**config.mk**
```make
export PLATFORM = sky130hd
export DESIGN_NAME = id_ex_pipe
export DESIGN_NICKNAME = d
export VERILOG_FILES = /design/src/rtl/id_ex_pipe.sv
export SDC_FILE = /design/constraint.sdc
export NUM_CORES = 1
export LEC_CHECK = 0
export ABC_CLOCK_PERIOD_IN_PS = 4300
export CAP_MARGIN = 0
export CORE_MARGIN = 1
export CORE_UTILIZATION = 50
export DETAILED_ROUTE_END_ITERATION = 8
export HOLD_SLACK_MARGIN = 0.1
export PLACE_DENSITY = 0.89
export SYNTH_ARGS = -nofsm -noshare
export SYNTH_HDL_FRONTEND = slang
export SYNTH_SLANG_ARGS = --single-unit
```
**constraint.sdc**
```tcl
create_clock -name CLK -period 4.3 [get_ports CLK]
set_clock_uncertainty 0.05 [all_clocks]
set_input_delay 0.43 -clock CLK [delete_from_list [all_inputs] [get_ports CLK]]
set_output_delay 0.43 -clock CLK [all_outputs]
set_load 0.005 [all_outputs]
```
**src/rtl/id_ex_pipe.sv**
```systemverilog
// rtl/id_ex_pipe.sv - ID to EX pipeline register with two-entry skid buffer, flush and stall/flush counters
module id_ex_pipe #(
  parameter int WORD_WIDTH = 32,
  parameter int CNT_W      = 16
) (
  input  logic                  CLK,
  input  logic                  RST_N,
  input  logic                  in_valid,
  output logic                  in_ready,
  input  logic [WORD_WIDTH-1:0] A_0,
  input  logic [WORD_WIDTH-1:0] B_0,
  input  logic [31:0]           IR_0,
  input  logic                  flush,
  output logic                  out_valid,
  input  logic                  out_ready,
  output logic [WORD_WIDTH-1:0] A_1,
  output logic [WORD_WIDTH-1:0] B_1,
  output logic [31:0]           IR_1,
  output logic [5:0]            Out31_26_1,
  output logic [4:0]            Out25_21_1,
  output logic [4:0]            Out20_16_1,
  output logic [4:0]            Out15_11_1,
  output logic [4:0]            Out10_6_1,
  output logic [5:0]            Out5_0_1,
  output logic [CNT_W-1:0]      stall_cnt,
  output logic [CNT_W-1:0]      flush_cnt
);

  typedef enum logic [1:0] {
    EMPTY = 2'd0,
    ONE   = 2'd1,
    FULL  = 2'd2
  } state_t;

  state_t state;
  state_t state_next;

  logic [WORD_WIDTH-1:0] skid_a;
  logic [WORD_WIDTH-1:0] skid_b;
  logic [31:0]           skid_ir;

  logic accept;
  logic take;
  logic load_main_in;
  logic load_main_skid;
  logic load_skid;

  // Handshake qualifiers; flush suppresses both sides in the cycle it is raised.
  assign accept = in_valid & in_ready & ~flush;
  assign take   = out_valid & out_ready & ~flush;

  // State register.
  always_ff @(posedge CLK) begin
    if (!RST_N) begin
      state <= EMPTY;
    end else begin
      state <= state_next;
    end
  end

  // Next-state logic; flush drops everything held back to EMPTY.
  always_comb begin
    state_next = state;
    if (flush) begin
      state_next = EMPTY;
    end else begin
      case (state)
        EMPTY: if (accept) state_next = ONE;
        ONE: begin
          if (accept && !take)      state_next = FULL;
          else if (!accept && take) state_next = EMPTY;
        end
        FULL:    if (take) state_next = ONE;
        default: state_next = EMPTY;
      endcase
    end
  end

  // Outputs and data-move enables, decoded from the state register only so
  // out_ready never reaches in_ready combinationally.
  always_comb begin
    out_valid      = 1'b0;
    in_ready       = 1'b1;
    load_main_in   = 1'b0;
    load_main_skid = 1'b0;
    load_skid      = 1'b0;
    case (state)
      EMPTY: begin
        load_main_in = accept;
      end
      ONE: begin
        out_valid    = 1'b1;
        load_main_in = accept & take;
        load_skid    = accept & ~take;
      end
      FULL: begin
        out_valid      = 1'b1;
        in_ready       = 1'b0;
        load_main_skid = take;
      end
      default: begin
        out_valid = 1'b0;
        in_ready  = 1'b1;
      end
    endcase
  end

  // Main entry: loaded from decode or promoted from the skid slot; stale data is left on flush.
  always_ff @(posedge CLK) begin
    if (!RST_N) begin
      A_1  <= '0;
      B_1  <= '0;
      IR_1 <= '0;
    end else if (load_main_in) begin
      A_1  <= A_0;
      B_1  <= B_0;
      IR_1 <= IR_0;
    end else if (load_main_skid) begin
      A_1  <= skid_a;
      B_1  <= skid_b;
      IR_1 <= skid_ir;
    end
  end

  // Skid entry: captures the input that arrives while the main entry is stalled.
  always_ff @(posedge CLK) begin
    if (!RST_N) begin
      skid_a  <= '0;
      skid_b  <= '0;
      skid_ir <= '0;
    end else if (load_skid) begin
      skid_a  <= A_0;
      skid_b  <= B_0;
      skid_ir <= IR_0;
    end
  end

  // Saturating statistics: stalled cycles and flushes that discarded a live entry.
  always_ff @(posedge CLK) begin
    if (!RST_N) begin
      stall_cnt <= '0;
      flush_cnt <= '0;
    end else begin
      if (out_valid && !out_ready && (stall_cnt != {CNT_W{1'b1}})) begin
        stall_cnt <= stall_cnt + 1'b1;
      end
      if (flush && (state != EMPTY) && (flush_cnt != {CNT_W{1'b1}})) begin
        flush_cnt <= flush_cnt + 1'b1;
      end
    end
  end

  assign Out31_26_1 = IR_1[31:26];
  assign Out25_21_1 = IR_1[25:21];
  assign Out20_16_1 = IR_1[20:16];
  assign Out15_11_1 = IR_1[15:11];
  assign Out10_6_1  = IR_1[10:6];
  assign Out5_0_1   = IR_1[5:0];

endmodule
```
==> results of run 1 <==
## cell usage after synthesis (all sizes together) (8+ instances only)
cell type	instances	area (µm²)
dfxtp	226	4520
nand3	12	60.1
nand2	400	1500
o21ai	104	521
or4	9	67.6
nand2b	9	56.3
inv	10	37.5
a21oi	112	561
o31ai	10	75.1
ha	8	100
clkbuf	81	304
or3	8	50.1
buf	44	292
a31oi	97	607
nand4	9	62.6
## worst min path at each step
stage / endpoint / cells past startpoint / slack [ns] / start
detailed placement: skid_ir[3] / 2 / 0.40 / skid_ir[3]
finish: skid_b[8] / 2 / 0.40 / skid_b[8]
global route: skid_ir[6] / 2 / 0.42 / skid_ir[6]
CTS: skid_ir[3] / 2 / 0.40 / skid_ir[3]
global placement: skid_a[1] / 2 / 0.39 / skid_a[1]
floorplan: skid_a[0] / 2 / 0.39 / skid_a[0]
## cell type report
class / count / area, µm²
sequential: 226 / 4520
timing repair buffer: 275 / 2740
tap: 229 / 287
clock buffer: 31 / 636
fill: 1386 / 5650
clock inverter: 10 / 77.6
multi-input combinational: 839 / 4130
inverter: 10 / 38.8
## per-layer routing
layer / part of all wire (%) / GRT usage (%)
met5: 0 / 0
met2: 49 / 46.4
met3: 6.6 / 4.57
met1: 41 / 31.9
met4: 3.8 / 11.6
## registers in the layout, summed over array words and instances, names as in the netlist
| signal | flops |
|---|---|
| A_1 | 32 |
| B_1 | 32 |
| IR_1 | 32 |
| skid_a | 32 |
| skid_b | 32 |
| skid_ir | 32 |
| flush_cnt | 16 |
| stall_cnt | 16 |
| state | 2 |
## per-stage QoR
| step | std cells | util (%) | power (mW) |
|---|---|---|---|
| 2_1_floorplan | 1200 | - | 2.46 |
| 3_3_place_gp | 1579 | 64.8 | 2.74 |
| 3_5_place_dp | 1579 | 64.8 | 2.76 |
| 4_1_cts | 1620 | 68.8 | 4.65 |
| 5_1_grt | 1620 | 68.8 | 4.79 |
| 6_report | 1620 | 68.8 | 4.62 |
## worst reg2reg max path, stage by stage, from the launching register on
cell	delay (ns)
dfxtp_1	0.39
inv_1	0.08
ha_1	0.24
or3b_2	0.49
inv_1	0.13
ha_1	0.22
nand2_4	0.47
buf_4	0.46
nand2_1	0.11
a21oi_1	0.07
## layout by cell type (no fill, tap or decap), types with 3 or more instances in the layout
cell               n
a31oi_1           97
clkinv_2           9
o211ai_1           3
a21oi_1          112
clkbuf_1           5
inv_1              9
nand2b_1           9
o41ai_1            4
or3_1              8
ha_1               8
mux2i_1            6
nand3_1           12
clkbuf_16         23
o311ai_0           3
nor3_1             5
and4_1             3
o31ai_1           10
or4_1              9
clkbuf_8           3
dfxtp_1          226
nand2_1          399
clkdlybuf4s50_1  261
o21ai_0          104
nand4_1            8
buf_4             12
nor4_1             6
nor2_1             5
## where the power goes
part           internal (mW)  leakage (nW)  switching (mW)
clock                   1.10         0.356           0.805
sequential              2.17          1.84          0.0499
combinational          0.284          1.93           0.213
## cell families (layout without fill, tap and decap cells)
family | count (synthesis) | after routing | synth area share [%]
mux | 6 | 6 | 0.648
fa+ha+maj | 8 | 8 | 1.08
simple gates | 481 | 481 | 21.7
xor+xnor | 1 | 1 | 0.0945
compound gates | 343 | 343 | 20.8
buf+inv | 135 | 326 | 6.83
flops | 226 | 226 | 48.8
==> qor.yml, run 1 <==
outcome:
  outcome: "complete, but fails checks"
  violations: "DRC"
setup_path:
  critPathArrivalTime_ns: 3.15
  crit_path_start_kind: "flop"
  r2r_slack_ns: 1.46
  r2r_end: "skid_a[4]"
  cp_top_family: "simple AND/OR/NAND/NOR gates"
  startpoint: "state[0]"
  cp_data_required_time_ns: 4.61
  reg2reg_from: "state[0]"
  cpMaxStageDelayCell: "or3b_2"
  path_class: "reg -> reg"
  cp-end-kind: "flop"
  path_cells: "inv_1 -> ha_1 -> or3b_2 -> inv_1 -> ha_1 -> nand2_4 -> buf_4 -> nand2_1 -> a21oi_1"
  ff2ff_path_depth: 9
  worst-path-stages: 9
  cpPeakStageDelay_ns: 0.49
  cp_num_buf_inv: 3
  worstSetupEndpoint: "skid_a[4]"
  crit_fanout: 76
detailed_routing:
  via_per_inst: 5.69
  ant_nets: 0
  wl_um: 26300
  drt-initial-drc-count: 760
  drc_errors: 42
  vias: 9215
  firstDrtPassIters: 8
  wl_per_cell_um: 16.2
timing:
  hold-worst-slack_ns: 0.404
  fin_ws_ns: 1.46
  setup_viol: 0
  slew_headroom_pct: 21.2
  max_freq_mhz: 353
  timing.final.crit_period_ns: 2.84
  finalCritPeriodShare_pct: 66.0
  tightestPinTransition_ns: 1.18
  rsz0062_at_grt: "false"
  final-hold-violation-count: 0
  slew_violations: 0
  fin_setup_tns_ns: 0
clocking:
  clk_pin_slew_worst_paths_ns: 0.07
  cts_buffers: 23
  cts_hold_repair.buffers: 0
  clk_path_buf_depth: 3
  cts_sinks: 226
  htreeDepth: 1
  cts_resized: 0
  clock-root-buffer: "clkbuf_16"
  cts_setup_buffers: 0
  clk_latency_ns: 0.49
  cts_tree: "done"
layout:
  area_growth_pct: 34.2
  fin_area_mm2: 0.0124
  antenna_cells: 0
  drive_gt1_share_pct: 4.24
  final_nets: 1484
global_routing:
  antenna_found_initial: 0
  gr-usage-all-layers_pct: 26.5
  grt_pass1_vias: 8635
  gr-total-overflow: 0
  grt_max_degree: 120
  grt_pass1_wl_um: 42400
yosys:
  yosysWarnings: 0
  synth_cell_types: 44
  synth-seq-cells: 226
  synth_cells: 1200
  synth_edf_count: 0
  syn_nets: 1309
  synthesis.area_mm2: 0.00927
  syn_avg_cell_area_um2: 7.72
  synthArstFlopShare_pct: 0
  ys_seq_area_share_pct: 48.8
  synth_flop_cell: "dfxtp_1"
placement:
  finalWeightedCongestion: 0.786
  place_ws_ns: 1.30
  hpwl_um: 16200
  placed_area_mm2: 0.0117
  port_buffers: 262
floorplanning:
  pin_count: 263
  die_h_um: 138
  start_util_pct: 51.2
  dieArea_mm2: 0.0191
  die_width_um: 138
  core-area_mm2: 0.0181
  rows: 49
pwr:
  p_leak_nw: 4.12
  max-vdd-ir-drop_mv: 0.242
  power.density_mw_per_mm2: 371
hold_path:
  hold_class: "reg -> reg"
run:
  cap_violations: 0
(Power assumes the default switching activity.)
==> inputs of run 2 (changes only) <==
==> config.mk (replaced) <==
export PLATFORM = sky130hd
export DESIGN_NAME = id_ex_pipe
export DESIGN_NICKNAME = d
export VERILOG_FILES = /design/src/rtl/id_ex_pipe.sv
export SDC_FILE = /design/constraint.sdc
export NUM_CORES = 1
export LEC_CHECK = 0
export ABC_CLOCK_PERIOD_IN_PS = 2700
export CAP_MARGIN = 0
export CORE_MARGIN = 1
export CORE_UTILIZATION = 48
export DETAILED_ROUTE_END_ITERATION = 8
export HOLD_SLACK_MARGIN = 0.1
export PLACE_DENSITY = 0.86
export SYNTH_ARGS = -nofsm -noshare
export SYNTH_HDL_FRONTEND = slang
export SYNTH_SLANG_ARGS = --single-unit
==> constraint.sdc (replaced) <==
create_clock -name CLK -period 2.7 [get_ports CLK]
set_clock_uncertainty 0.05 [all_clocks]
set_input_delay 0.27 -clock CLK [delete_from_list [all_inputs] [get_ports CLK]]
set_output_delay 0.27 -clock CLK [all_outputs]
set_load 0.005 [all_outputs]
==> run 2 against run 1 <==
The run now ends clean. Cell area rose by 2.4%. Fmax grew 15%. Worst setup slack got worse by 1.2 ns. Power up 67%. Flip-flop and latch count stayed put. Hold slack worse by 0.13 ns. Critical path depth up 1. Critical endpoint is now A_1[11]. Largest cell class unchanged.
==> qor.yml, run 2 (same netlist as run 1, synthesis figures left out) <==
clocking:
  cts_buffers: 24  # was 23
  clock-root-buffer: "clkbuf_16"  # unchanged
  clk_latency_ns: 0.51  # was 0.49 ns
  clk_pin_slew_worst_paths_ns: 0.06  # was 0.07 ns
  clk_path_buf_depth: 3  # unchanged
  htreeDepth: 1  # unchanged
  cts_sinks: 226  # unchanged
  cts_tree: "done"  # unchanged
setup_path:
  r2r_end: "A_1[11]"  # was skid_a[4]
  ff2ff_path_depth: 10  # was 9
  critPathArrivalTime_ns: 2.78  # was 3.15 ns
  r2r_slack_ns: 0.23  # was 1.46 ns
  crit_fanout: 47  # was 76
  reg2reg_from: "state[0]"  # unchanged
  cp_data_required_time_ns: 3.02  # was 4.61 ns
  cp-end-kind: "flop"  # unchanged
  crit_path_start_kind: "flop"  # unchanged
  path_class: "reg -> reg"  # unchanged
timing:
  slew_headroom_pct: 59.4  # was 21.2%
  slew_violations: 0  # unchanged
  fin_setup_tns_ns: 0  # unchanged
  timing.final.crit_period_ns: 2.47  # was 2.84 ns
  max_freq_mhz: 406  # was 353 MHz
  rsz0062_at_grt: "false"  # unchanged
  tightestPinTransition_ns: 0.609  # was 1.18 ns
  setup_viol: 0  # unchanged
  finalCritPeriodShare_pct: 91.3  # was 66.0%
  final-hold-violation-count: 0  # unchanged
pwr:
  combPwrFrac_pct: 10.6  # was 10.8%
  p_sw_mw: 1.73  # was 1.07 mW
  max-vdd-ir-drop_mv: 0.480  # was 0.242 mV
  power.density_mw_per_mm2: 607  # was 371 mW/mm²
  switching_share_pct: 22.4  # was 23.1%
  p_seq_share_pct: 45.8  # was 48.1%
  clkPwrFrac_pct: 43.6  # was 41.1%
  p_leak_nw: 4.25  # was 4.12 nW
  p_int_mw: 6.00  # was 3.55 mW
layout:
  multi_input_area_mm2: 0.00413  # unchanged
  layout_common_cells: "399 x nand2_1, 261 x clkdlybuf4s50_1, 226 x dfxtp_1, 112 x a21oi_1, 104 x o21ai_0"  # unchanged
  area_growth_pct: 37.5  # was 34.2%
  fin_cells: 1662  # was 1,620
  antenna_cells: 0  # unchanged
  final_nets: 1497  # was 1,484
  seq_area_mm2: 0.00452  # unchanged
  drive_gt1_share_pct: 4.99  # was 4.24%
  mostFrequentLayoutCell: "nand2_1"  # unchanged
  fillCellCount: 1475  # was 1,386
detailed_routing:
  vias: 9407  # was 9,215
  wl_um: 27000  # was 26,300 µm
  drt-initial-drc-count: 801  # was 760
  firstDrtPassIters: 6  # was 8
  drc_errors: 0  # was 42
  ant_nets: 0  # unchanged
  wl_per_cell_um: 16.2  # about the same
  via_per_inst: 5.66  # was 5.69
placement:
  placed_cells: 1617  # was 1,579
  finalWeightedCongestion: 0.789  # was 0.786
  port_buffers: 262  # unchanged
  hpwl_um: 16300  # was 16,200 µm
hold_path:
  hold_depth: 3  # was 2
  hold_class: "in -> reg"  # was reg -> reg
  hold_end: "skid_b[15]"  # was skid_b[8]
  worstHoldStart: "B_0[15]"  # was skid_b[8]
global_routing:
  grt_pass1_vias: 8611  # was 8,635
  antenna_found_initial: 0  # unchanged
  gr-usage-all-layers_pct: 25.5  # was 26.5%
  grt_max_degree: 99  # was 120
  gr-total-overflow: 0  # unchanged
  grt_pass1_wl_um: 41900  # was 42,400 µm
floorplanning:
  rows: 50  # was 49
  die_width_um: 141  # was 138 µm
  pin_count: 263  # unchanged
  start_util_pct: 49.2  # was 51.2%
  dieArea_mm2: 0.0199  # was 0.0191 mm²
  die_h_um: 141  # was 138 µm
  core-area_mm2: 0.0188  # was 0.0181 mm²
run:
  cap_violations: 0  # unchanged
outcome:
  outcome: "complete, no violations"  # was complete, but fails checks
## run 2: changes by cell type in the layout (fill, tap and decap cells not counted), sizes merged
cell	delta
buf	+9
clkbuf	+4
clkinv	-4
bufinv	+2
dlygate4sd3	+1
clkinvlp	-1
## run 2: how the worst max path moves through the flow
stage	from	to	slack [ns]	depth (start not counted)
floorplan	state[0]	skid_a[0]	0.20	11
CTS	state[0]	A_1[11]	0.19	9
finish	state[0]	A_1[11]	0.23	10
global route	state[0]	A_1[11]	0.06	10
global placement	state[0]	B_1[26]	0.31	9
detailed placement	flush	A_1[1]	0.21	8
## run 2: routing by layer
layer	vias to the layer above	GRT usage, %	part of all wire, %
li1	4465	-	-
met1	4424	31.2	41
met2	447	44.3	49
met3	71	4.52	7.6
met4	0	10.6	3.0
met5	-	0	0
## run 2: cell type report
type	count	share of cell area, %
well taps	260	2.55
flip-flops and latches	226	35.5
inverters	10	0.304
clock inverters	7	0.864
repair buffers	287	22.9
clock buffers	33	5.46
multi-input cells	839	32.4
## run 2: stage by stage
step           worst slack, ns  total power, mW  hold slack [ns]  cell area (µm²)  utilization [%]
2_1_floorplan            0.200             3.91            0.356             9270                -
3_3_place_gp             0.308             4.38            0.391            11900             63.1
3_5_place_dp             0.212             4.40            0.397            11900             63.1
4_1_cts                  0.194             7.77            0.262            12700             67.4
5_1_grt                 0.0607             8.01            0.276            12700             67.7
6_report                 0.235             7.73            0.277            12700             67.7
## run 2: timing repair
item / CTS / global route
setup buffers: 0 / 2
setup endpoints to repair: 0 / 4
gates resized for setup: 0 / 2
hold buffers: 1 / 0
hold endpoints to repair: 6 / 0
## run 2: worst max-delay path: stages, from the launching register on
cell	delay, ns
dfxtp_1	0.38
inv_1	0.08
ha_1	0.24
or3b_2	0.49
inv_1	0.13
ha_1	0.17
a22oi_2	0.08
buf_4	0.16
clkbuf_16	0.20
o21ai_0	0.22
a31oi_1	0.08
## run 2: power groups by stage
stage          Combinational, mW  Clock, mW  Sequential [mW]
2_1_floorplan              0.307          0             3.61
3_5_place_dp               0.792          0             3.61
4_1_cts                    0.798       3.43             3.54
6_report                   0.817       3.37             3.54
5_1_grt                    0.877       3.57             3.55
3_3_place_gp               0.775          0             3.61
